## config.mk

```make
export PLATFORM = sky130hd
export DESIGN_NAME = cursor_shot_ctrl
export DESIGN_NICKNAME = d
export VERILOG_FILES = /design/src/rtl/cursor_shot_ctrl.sv
export SDC_FILE = /design/constraint.sdc
export NUM_CORES = 1
export LEC_CHECK = 0
export ABC_AREA = 1
export CORE_MARGIN = 2
export CORE_UTILIZATION = 45
export CTS_BUF_LIST = sky130_fd_sc_hd__clkbuf_8
export DETAILED_ROUTE_END_ITERATION = 7
export GPL_TIMING_DRIVEN = 0
export PLACE_DENSITY_LB_ADDON = 0.08
export REMOVE_ABC_BUFFERS = 1
export SLEW_MARGIN = 10
export SYNTH_ARGS = -nofsm -noshare
export SYNTH_HDL_FRONTEND = slang
export SYNTH_SLANG_ARGS = --single-unit
```

## constraint.sdc

```tcl
create_clock -name clk -period 3.47 [get_ports clk]
set_clock_uncertainty 0.1 [all_clocks]
set_input_delay 0.347 -clock clk [delete_from_list [all_inputs] [get_ports clk]]
set_output_delay 0.347 -clock clk [all_outputs]
set_load 0.02 [all_outputs]
```

## src/rtl/cursor_shot_ctrl.sv

```systemverilog
// Cursor position commit at vertical-blank start plus a one-shot, cooldown-limited
// shot request handshake. Define CURSOR_AMMO_EN to add a reloadable ammo counter.
module cursor_shot_ctrl #(
    parameter int H_ACTIVE        = 800,
    parameter int V_ACTIVE        = 600,
    parameter int COOLDOWN_FRAMES = 15
`ifdef CURSOR_AMMO_EN
    ,
    parameter int AMMO_MAX        = 3
`endif
) (
    input  logic        clk,
    input  logic        rst,
    input  logic [11:0] mouse_x,
    input  logic [11:0] mouse_y,
    input  logic        mouse_left,
    input  logic        vblnk,
    output logic [11:0] x_pos,
    output logic [11:0] y_pos,
    output logic        shot_valid,
    output logic [11:0] shot_x,
    output logic [11:0] shot_y,
    input  logic        shot_ready,
`ifdef CURSOR_AMMO_EN
    input  logic        reload,
    output logic [1:0]  ammo,
`endif
    output logic        busy
);

    // state        | meaning
    // ST_IDLE      | armed, waiting for a fresh left-button press
    // ST_PENDING   | shot_valid high, waiting for shot_ready
    // ST_COOLDOWN  | counting down frame ticks after an accepted shot
    // ST_WAIT_REL  | cooldown over, button must be released before re-arming
    localparam logic [1:0] ST_IDLE     = 2'd0;
    localparam logic [1:0] ST_PENDING  = 2'd1;
    localparam logic [1:0] ST_COOLDOWN = 2'd2;
    localparam logic [1:0] ST_WAIT_REL = 2'd3;

    localparam logic [11:0] X_MAX   = 12'(H_ACTIVE - 1);
    localparam logic [11:0] Y_MAX   = 12'(V_ACTIVE - 1);
    localparam logic [7:0]  CD_LOAD = 8'(COOLDOWN_FRAMES);

    logic [1:0]  state_q, state_d;
    logic        vblnk_prev_q, vblnk_prev_d;
    logic        left_prev_q, left_prev_d;
    logic [11:0] x_pos_q, x_pos_d;
    logic [11:0] y_pos_q, y_pos_d;
    logic [11:0] shot_x_q, shot_x_d;
    logic [11:0] shot_y_q, shot_y_d;
    logic [7:0]  cd_cnt_q, cd_cnt_d;

    logic frame_tick;
    logic press;
    logic accept;
    logic ammo_ok;

    assign frame_tick = vblnk & ~vblnk_prev_q;
    assign press      = mouse_left & ~left_prev_q;
    assign accept     = (state_q == ST_PENDING) & shot_ready;

`ifdef CURSOR_AMMO_EN
    localparam logic [1:0] AMMO_LOAD = 2'(AMMO_MAX);

    logic [1:0] ammo_q, ammo_d;

    // Reload takes priority over a same-cycle handshake.
    always_comb begin
        ammo_d = ammo_q;
        if (reload) begin
            ammo_d = AMMO_LOAD;
        end else if (accept && (ammo_q != 2'd0)) begin
            ammo_d = ammo_q - 2'd1;
        end
    end

    always_ff @(posedge clk) begin
        if (rst) begin
            ammo_q <= AMMO_LOAD;
        end else begin
            ammo_q <= ammo_d;
        end
    end

    assign ammo    = ammo_q;
    assign ammo_ok = (ammo_q != 2'd0);
`else
    assign ammo_ok = 1'b1;
`endif

    always_comb begin
        state_d      = state_q;
        vblnk_prev_d = vblnk;
        left_prev_d  = mouse_left;
        x_pos_d      = x_pos_q;
        y_pos_d      = y_pos_q;
        shot_x_d     = shot_x_q;
        shot_y_d     = shot_y_q;
        cd_cnt_d     = cd_cnt_q;

        if (frame_tick) begin
            x_pos_d = (mouse_x > X_MAX) ? X_MAX : mouse_x;
            y_pos_d = (mouse_y > Y_MAX) ? Y_MAX : mouse_y;
        end

        case (state_q)
            ST_IDLE: begin
                // Stamp with the displayed position, not the one being committed now.
                if (press && ammo_ok) begin
                    shot_x_d = x_pos_q;
                    shot_y_d = y_pos_q;
                    state_d  = ST_PENDING;
                end
            end
            ST_PENDING: begin
                if (accept) begin
                    cd_cnt_d = CD_LOAD;
                    state_d  = ST_COOLDOWN;
                end
            end
            ST_COOLDOWN: begin
                if (frame_tick) begin
                    cd_cnt_d = cd_cnt_q - 8'd1;
                    if (cd_cnt_q <= 8'd1) begin
                        cd_cnt_d = 8'd0;
                        state_d  = ST_WAIT_REL;
                    end
                end
            end
            ST_WAIT_REL: begin
                if (!mouse_left) begin
                    state_d = ST_IDLE;
                end
            end
            default: begin
                state_d = ST_IDLE;
            end
        endcase
    end

    always_ff @(posedge clk) begin
        if (rst) begin
            state_q      <= ST_IDLE;
            vblnk_prev_q <= 1'b0;
            left_prev_q  <= 1'b0;
            x_pos_q      <= 12'd0;
            y_pos_q      <= 12'd0;
            shot_x_q     <= 12'd0;
            shot_y_q     <= 12'd0;
            cd_cnt_q     <= 8'd0;
        end else begin
            state_q      <= state_d;
            vblnk_prev_q <= vblnk_prev_d;
            left_prev_q  <= left_prev_d;
            x_pos_q      <= x_pos_d;
            y_pos_q      <= y_pos_d;
            shot_x_q     <= shot_x_d;
            shot_y_q     <= shot_y_d;
            cd_cnt_q     <= cd_cnt_d;
        end
    end

    assign x_pos      = x_pos_q;
    assign y_pos      = y_pos_q;
    assign shot_x     = shot_x_q;
    assign shot_y     = shot_y_q;
    assign shot_valid = (state_q == ST_PENDING);
    assign busy       = (state_q != ST_IDLE);

endmodule
```

Word level (Yosys, flattened, before mapping):

Index checks and enable logic that the tools add are counted.

* add/subtract/negate cells: 1
* order comparisons: 3
* equal/unequal tests: 8
* multiplexer cells: 12
* bitwise logic cells: 5
* reduce and logical (&&, ||, !) cells: 6

Operators with widths (count)
* $gt A12 B10 Y1 const B: 2
* $mux W12: 2
* $mux W8: 3
* $pmux W8 S2: 1
* $mux W2: 5
* $le A8 B1 Y1 const B: 1
* $ne A2 B2 Y1 const B: 4
* $pmux W2 S4: 1
* $sub A8 B1 Y8 const B: 1
* $reduce_and A5 Y1: 1
* $eq A2 B2 Y1 const B: 2
* $reduce_bool A2 Y1: 2
* $and A1 B1 Y1: 3
* $reduce_and A3 Y1: 1
* $eq A2 B1 Y1 const B: 1
* $logic_not A2 Y1: 1
* $ne A2 B1 Y1 const B: 1
* $not A1 Y1: 2
* $reduce_and A2 Y1: 1

* bits in registers: 60
* bits of input ports: 29

Longest topological paths before layout:

Gate-level depths: netlist of run 1.

* depth in word-level cells: 4
* mapped depth: 10
* depth with buffers taken out: 10

Worst setup path after synthesis of run 1:

Ideal clock, no wire load.

* kind: register -> register
* start point: reg state_q[1]
* end point: reg cd_cnt_q[6]
* arrival: 1.339 ns
* required time: 3.256 ns
* setup slack: 1.917 ns
* cell stages (with the launch flop): 9
* clock period less this slack: 1.553 ns
* cell sequence: dfxtp_1 > inv_1 > ha_1 > nand2_1 > a21boi_2 > buf_6 > nand2_1 > nand2_1 > nor2_1

* word-level cells in the longest chain between the ends: 4
* elaborated cells between the ends (all ways): 8
* classes of those cells: 4 x eq/ne; 1 x mux; 1 x bitwise; 2 x reduce/logical

Ends and longest elaborated chain
* start: declaration: line 45 `logic [1:0] state_q, state_d;`
* start signal: assignment: line 153 `state_q <= state_d;`
* $eq A2 B1 Y1 *
* named net shot_valid: line 20 `output logic shot_valid,`
* $and A1 B1 Y1: line 61 `assign accept = (state_q == ST_PENDING) & shot_ready;`
* $ne A2 B1 Y1 (no line)
* $reduce_and A3 Y1 (no line)
* end signal: assignment: line 160 `cd_cnt_q <= cd_cnt_d;`
* end: declaration: line 52 `logic [7:0] cd_cnt_q, cd_cnt_d;`

Mark *: on every way through the listed nets, which the timed path passes. The rest lies on a longest branch.
A chain may end at the register's enable or synchronous reset.

Final worst setup path of run 1:

* start point: reg state_q[0]
* end point: out busy

* word-level cells in the longest chain between the ends: 1

Ends and longest elaborated chain
* $reduce_bool A2 Y1: line 169 `assign busy = (state_q != ST_IDLE);`
* end: declaration: line 28 `output logic busy`

No other way between the ends.

==> flow_metrics.tcl, run 1 <==
set metrics [dict create \
    path_max_fanout 27 \
    placed_area_sq_um 3420 \
    finalCritPeriodShare 0.810 \
    power_density_nw_per_um2 635 \
    dr.pass1.iters 4 \
    die-area_sq_um 6510 \
    fillers 549 \
    start_kind "flip-flop" \
    cts_resized 0 \
    syn_area_per_cell_sq_um 7.13 \
    coreArea_sq_um 5610 \
    register_area_sq_um 1200 \
    dpl.hpwl_um 4410 \
    routed_wl_um 6690 \
    async_reset_ff_frac 0 \
    overflow 0 \
    critPathRequiredTime_ns 3.02 \
    cts.sinks 60 \
    die_y_um 80.7 \
    dr.first_iter.drc_count 125 \
    htreeDepth 3 \
    outcome "finished clean" \
    finish.utilization 0.647 \
    final_area_sq_um 3630 \
    wire_per_inst_um 12.9 \
    layout_commonest_cell "nand2_1" \
    slew_violations 0 \
    drc 0 \
    irDropWorstVdd_v 0.000337 \
    tns_ns 0 \
    cp_num_buf_inv 3 \
    drive_gt1_frac 0.0626 \
    die_x_um 80.7 \
    grt_max_degree 40 \
    cap_violations 0 \
    holdPathStages 2 \
    grt_pass1_vias 2409 \
    r2r_end "shot_y[7]$_SDFFE_PP0P_" \
    numCtsBuffers 9 \
    crit_chain "inv_1 > ha_1 > inv_1 > clkdlybuf4s50_1" \
    vias 2560 \
    synth_edf_count 0 \
    power_mw 2.30 \
    synth-seq-area-share 0.454 \
    min_to "shot_y[10]$_SDFFE_PP0P_" \
    relSlewSlack 0.277 \
    rsz0062_at_grt "no" \
    arrival_ns 2.36 \
    syn_area_sq_um 2650 \
    worst_pin_slew_ns 1.09 \
    gp_congestion 0.794 \
    hold_path.class "reg -> reg" \
    final_cell_mix "81 x nand2_1, 77 x clkdlybuf4s50_1, 60 x dfxtp_1" \
    synth_cell_types 27 \
    max_freq_mhz 356 \
    hp-start "shot_y[10]$_SDFFE_PP0P_" \
    crit_slowest_cell "ha_1" \
    postCtsHoldBufs 0 \
    grt_antenna_before_repair 0 \
    endpoint_kind "primary output" \
    setup_viol 0 \
    grt_pass1_wl_um 10800 \
    ios 79 \
    area_growth_pct 37.0 \
    p_leak_nw 1.48 \
    crit_family "adder cells" \
    ff2ff_path_depth 5 \
    r2r_start "state_q[0]$_SDFFE_PP0P_" \
    worst_skew_pair.late_latency_ns 0.34 \
    ys.warnings.count 0 \
    cpPeakStageDelay_ns 0.88 \
    multiInputGateArea_sq_um 1230 \
    finalHoldViolations 0 \
    rrSetupSlack_ns 0.68 \
    grt_usage 0.220 \
    nNetsFinal 477 \
    cts_tree "yes" \
    postCtsSetupRepairBufs 0 \
    syn-instance-count 371 \
    cts-root-buf "clkbuf_8" \
    port_buffers 78 \
    clockBufferDepth 2 \
    path_clk_slew_ns 0.07 \
    ys.flop_type "dfxtp_1" \
    cpMostUsedCell "inv_1" \
    ys_seq_elements 60 \
    place_inst 503 \
    antenna_left 0 \
    viasPerCell 4.93 \
    rows 27 \
    critPathKind "reg -> out" \
    diodes 0 \
    start_util 0.472 \
    cp.depth 4 \
    period_minus_slack_ns 2.81 \
    stdcell_count 519 \
]
## metrics by stage
step / worst slack, ns / hold slack [ns]
2_1_floorplan: 1.61 / 0.316
6_report: 0.660 / 0.362
3_5_place_dp: 0.652 / 0.353
3_3_place_gp: 0.244 / 0.347
4_1_cts: 0.608 / 0.364
5_1_grt: 0.395 / 0.372
## worst register-to-register path: cells and delay by family (launching register included)
family                     cells  cell delay [ns]
and+or+nand+nor                2             1.16
adders and majority gates      1             0.88
DFF                            1             0.34
AOI/OAI and AO/OA              1             0.09
buffers and inverters          1             0.08
## cells by family after synthesis
kind of cell / after synthesis / share of synthesized area
simple gates: 189 / 0.305
flops: 60 / 0.454
buf+inv: 53 / 0.0827
compound gates: 63 / 0.130
fa+ha+maj: 6 / 0.0284
## Yosys cell counts, types with 2 or more instances
cell       n  area (sq um)
a21oi_1   38           190
nand4_1    2          12.5
ha_1       6          75.1
inv_1     34           128
clkbuf_1   5          18.8
nand2_2    2          12.5
dfxtp_1   60          1200
nor2_1    57           214
nor3_1     2          10.0
buf_1      2          7.51
or2_0      3          18.8
nand2_1   81           304
nand3_1   34           170
nand3b_1   2          15.0
or2_2      2          12.5
o21ai_0   21           105
buf_2     10          50.1
## power by group
group | internal [mW] | switching, mW
combinational | 0.309 | 0.523
clock | 0.349 | 0.283
sequential | 0.771 | 0.0677
total | 1.43 | 0.873
## worst max path at each step
stage | start | to | slack (ns)
after floorplan | state_q[0]$_SDFFE_PP0P_ | shot_x[0]$_SDFFE_PP0P_ | 1.61
after global placement | rst | cd_cnt_q[6]$_SDFFE_PP0P_ | 0.24
after detailed placement | mouse_left | shot_y[7]$_SDFFE_PP0P_ | 0.65
after CTS | state_q[0]$_SDFFE_PP0P_ | busy | 0.61
after global routing | state_q[0]$_SDFFE_PP0P_ | shot_y[1]$_SDFFE_PP0P_ | 0.39
final | state_q[0]$_SDFFE_PP0P_ | busy | 0.66
## layout make-up
type                            instances  share of cell area
Multi-Input combinational cell        258               0.338
Clock inverter                          6              0.0176
Tap cell                               72              0.0248
Clock buffer                           10              0.0380
Sequential cell                        60               0.331
Inverter                               35              0.0362
Timing Repair Buffer                   78               0.214
## metal layers
metal,up-vias,routed length [um],GRT usage,part of all wire
met4,0,87,0.0797,0.013
met3,7,345,0.0742,0.052
met2,56,3180,0.369,0.47
met5,-,0,0,0
met1,1174,3080,0.262,0.46
li1,1323,-,-,-
## flip-flops by register name (all words and copies together) (netlist names)
signal        cells
left_prev_q       1
shot_x           12
vblnk_prev_q      1
shot_y           12
y_pos            12
x_pos            12
cd_cnt_q          8
state_q           2
No activity file was read; power rests on OpenSTA's default activity.
==> inputs of run 2 (changes only) <==
Clock period 3.47 ns to 2.66 ns, I/O delays scaled along.
==> flow_metrics.tcl, run 2 (same netlist as run 1, synthesis figures left out) <==
set metrics [dict create \
    cts-root-buf "clkbuf_8" \
    cp-startpoint "state_q[0]$_SDFFE_PP0P_" \
    postCtsHoldBufs 0 \
    grt_pass1_vias 2411 \
    rrSetupSlack_ns 0.66 \
    outcome "finished clean" \
    ios 79 \
    die_y_um 80.7 \
    layout_commonest_cell "nand2_1" \
    arrival_ns 2.01 \
    start_util 0.472 \
    r2r_end "shot_x[3]$_SDFFE_PP0P_" \
    clockBufferDepth 2 \
    dr.pass1.iters 4 \
    gp_congestion 0.794 \
    ff2ff_path_depth 5 \
    area_growth_pct 37.2 \
    path_max_fanout 27 \
    start_kind "flip-flop" \
    nNetsFinal 477 \
    r2r_start "state_q[0]$_SDFFE_PP0P_" \
    irDropWorstVdd_v 0.000440 \
    htreeDepth 3 \
    critPathRequiredTime_ns 2.29 \
    worst_setup_path_endpoint "busy" \
    relSlewSlack 0.494 \
    period_minus_slack_ns 2.38 \
    diodes 0 \
    placed_area_sq_um 3420 \
    die-area_sq_um 6510 \
    drc 0 \
    path_clk_slew_ns 0.07 \
    vias 2582 \
    finalHoldViolations 0 \
    finalCritPeriodShare 0.894 \
    fillers 548 \
    worst_pin_slew_ns 0.759 \
    rows 27 \
    routed_wl_um 6700 \
    numCtsBuffers 9 \
    final_area_sq_um 3630 \
    max_freq_mhz 420 \
    power_density_nw_per_um2 830 \
    cap_violations 0 \
    critPathKind "reg -> out" \
    place_inst 503 \
    wire_per_inst_um 12.9 \
    setup_viol 0 \
    port_buffers 78 \
    final_cell_mix "80 x nand2_1, 77 x clkdlybuf4s50_1, 60 x dfxtp_1" \
    grt_max_degree 40 \
    postCtsSetupRepairBufs 0 \
    dr.first_iter.drc_count 116 \
    slew_violations 0 \
    dpl.hpwl_um 4410 \
    grt_pass1_wl_um 10800 \
    power_mw 3.02 \
    p_leak_nw 1.48 \
    grt_usage 0.221 \
    die_x_um 80.7 \
    antenna_left 0 \
    cts_tree "yes" \
    viasPerCell 4.97 \
    overflow 0 \
    rsz0062_at_grt "no" \
    coreArea_sq_um 5610 \
    cts.sinks 60 \
    worst_skew_pair.late_latency_ns 0.35 \
    stdcell_count 519 \
    endpoint_kind "primary output" \
    grt_antenna_before_repair 0 \
    hold_path.class "reg -> reg" \
    drive_gt1_frac 0.0671 \
]
## run 2: cell counts in the layout (fill, tap and decap cells not counted)
Identical to the previous run, type by type.
## run 2: repair_timing
action                     4_1_cts  5_1_grt
resized for setup                2        0
setup endpoints to repair       25        0
hold endpoints to repair         0        0
## run 2: layout make-up
cell class | instances | area (sq um) | area share
Clock buffer | 10 | 138 | 0.0379
Clock inverter | 6 | 63.8 | 0.0176
Inverter | 35 | 131 | 0.0362
Multi-Input combinational cell | 258 | 1230 | 0.339
Sequential cell | 60 | 1200 | 0.331
Tap cell | 72 | 90.1 | 0.0248
Timing Repair Buffer | 78 | 776 | 0.214
## run 2: where the power goes
group / leakage [nW] / switching, mW / internal [mW]
Combinational: 0.891 / 0.685 / 0.407
Sequential: 0.491 / 0.0885 / 1.01
Clock: 0.0983 / 0.373 / 0.455
## run 2: worst min path at each step
stage | startpoint | end | slack (ns) | cells after the start
after global placement | shot_y[11]$_SDFFE_PP0P_ | shot_y[11]$_SDFFE_PP0P_ | 0.35 | 2
after floorplan | rst | cd_cnt_q[7]$_SDFFE_PP0P_ | 0.24 | 1
final | shot_y[11]$_SDFFE_PP0P_ | shot_y[11]$_SDFFE_PP0P_ | 0.36 | 2
after detailed placement | shot_y[11]$_SDFFE_PP0P_ | shot_y[11]$_SDFFE_PP0P_ | 0.35 | 2
after global routing | shot_x[1]$_SDFFE_PP0P_ | shot_x[1]$_SDFFE_PP0P_ | 0.37 | 2
after CTS | shot_y[11]$_SDFFE_PP0P_ | shot_y[11]$_SDFFE_PP0P_ | 0.36 | 2
## run 2: layer usage
| layer | GRT usage | wire [um] | share of wire | vias up |
|---|---|---|---|---|
| met5 | 0 | 0 | 0 | - |
| met4 | 0.0797 | 87 | 0.013 | 0 |
| met3 | 0.0742 | 399 | 0.060 | 7 |
| met2 | 0.369 | 3170 | 0.47 | 68 |
| met1 | 0.262 | 3040 | 0.45 | 1185 |
| li1 | - | - | - | 1322 |
## run 2: per-stage QoR
step / worst slack [ns] / util / hold WS (ns) / setup TNS (ns)
finish: 0.281 / 0.647 / 0.363 / 0
global route: 0.124 / 0.647 / 0.372 / 0
CTS: 0.233 / 0.647 / 0.364 / 0
detailed placement: -0.134 / 0.611 / 0.353 / -2.61
global placement: -0.485 / 0.612 / 0.347 / -12.41
floorplan: 0.797 / - / 0.235 / 0
## run 2: critical path, stage by stage, from the launching register on
cell and delay (ns):
dfxtp_1 0.34, inv_1 0.09, ha_2 0.56, inv_1 0.11, clkdlybuf4s50_1 0.56
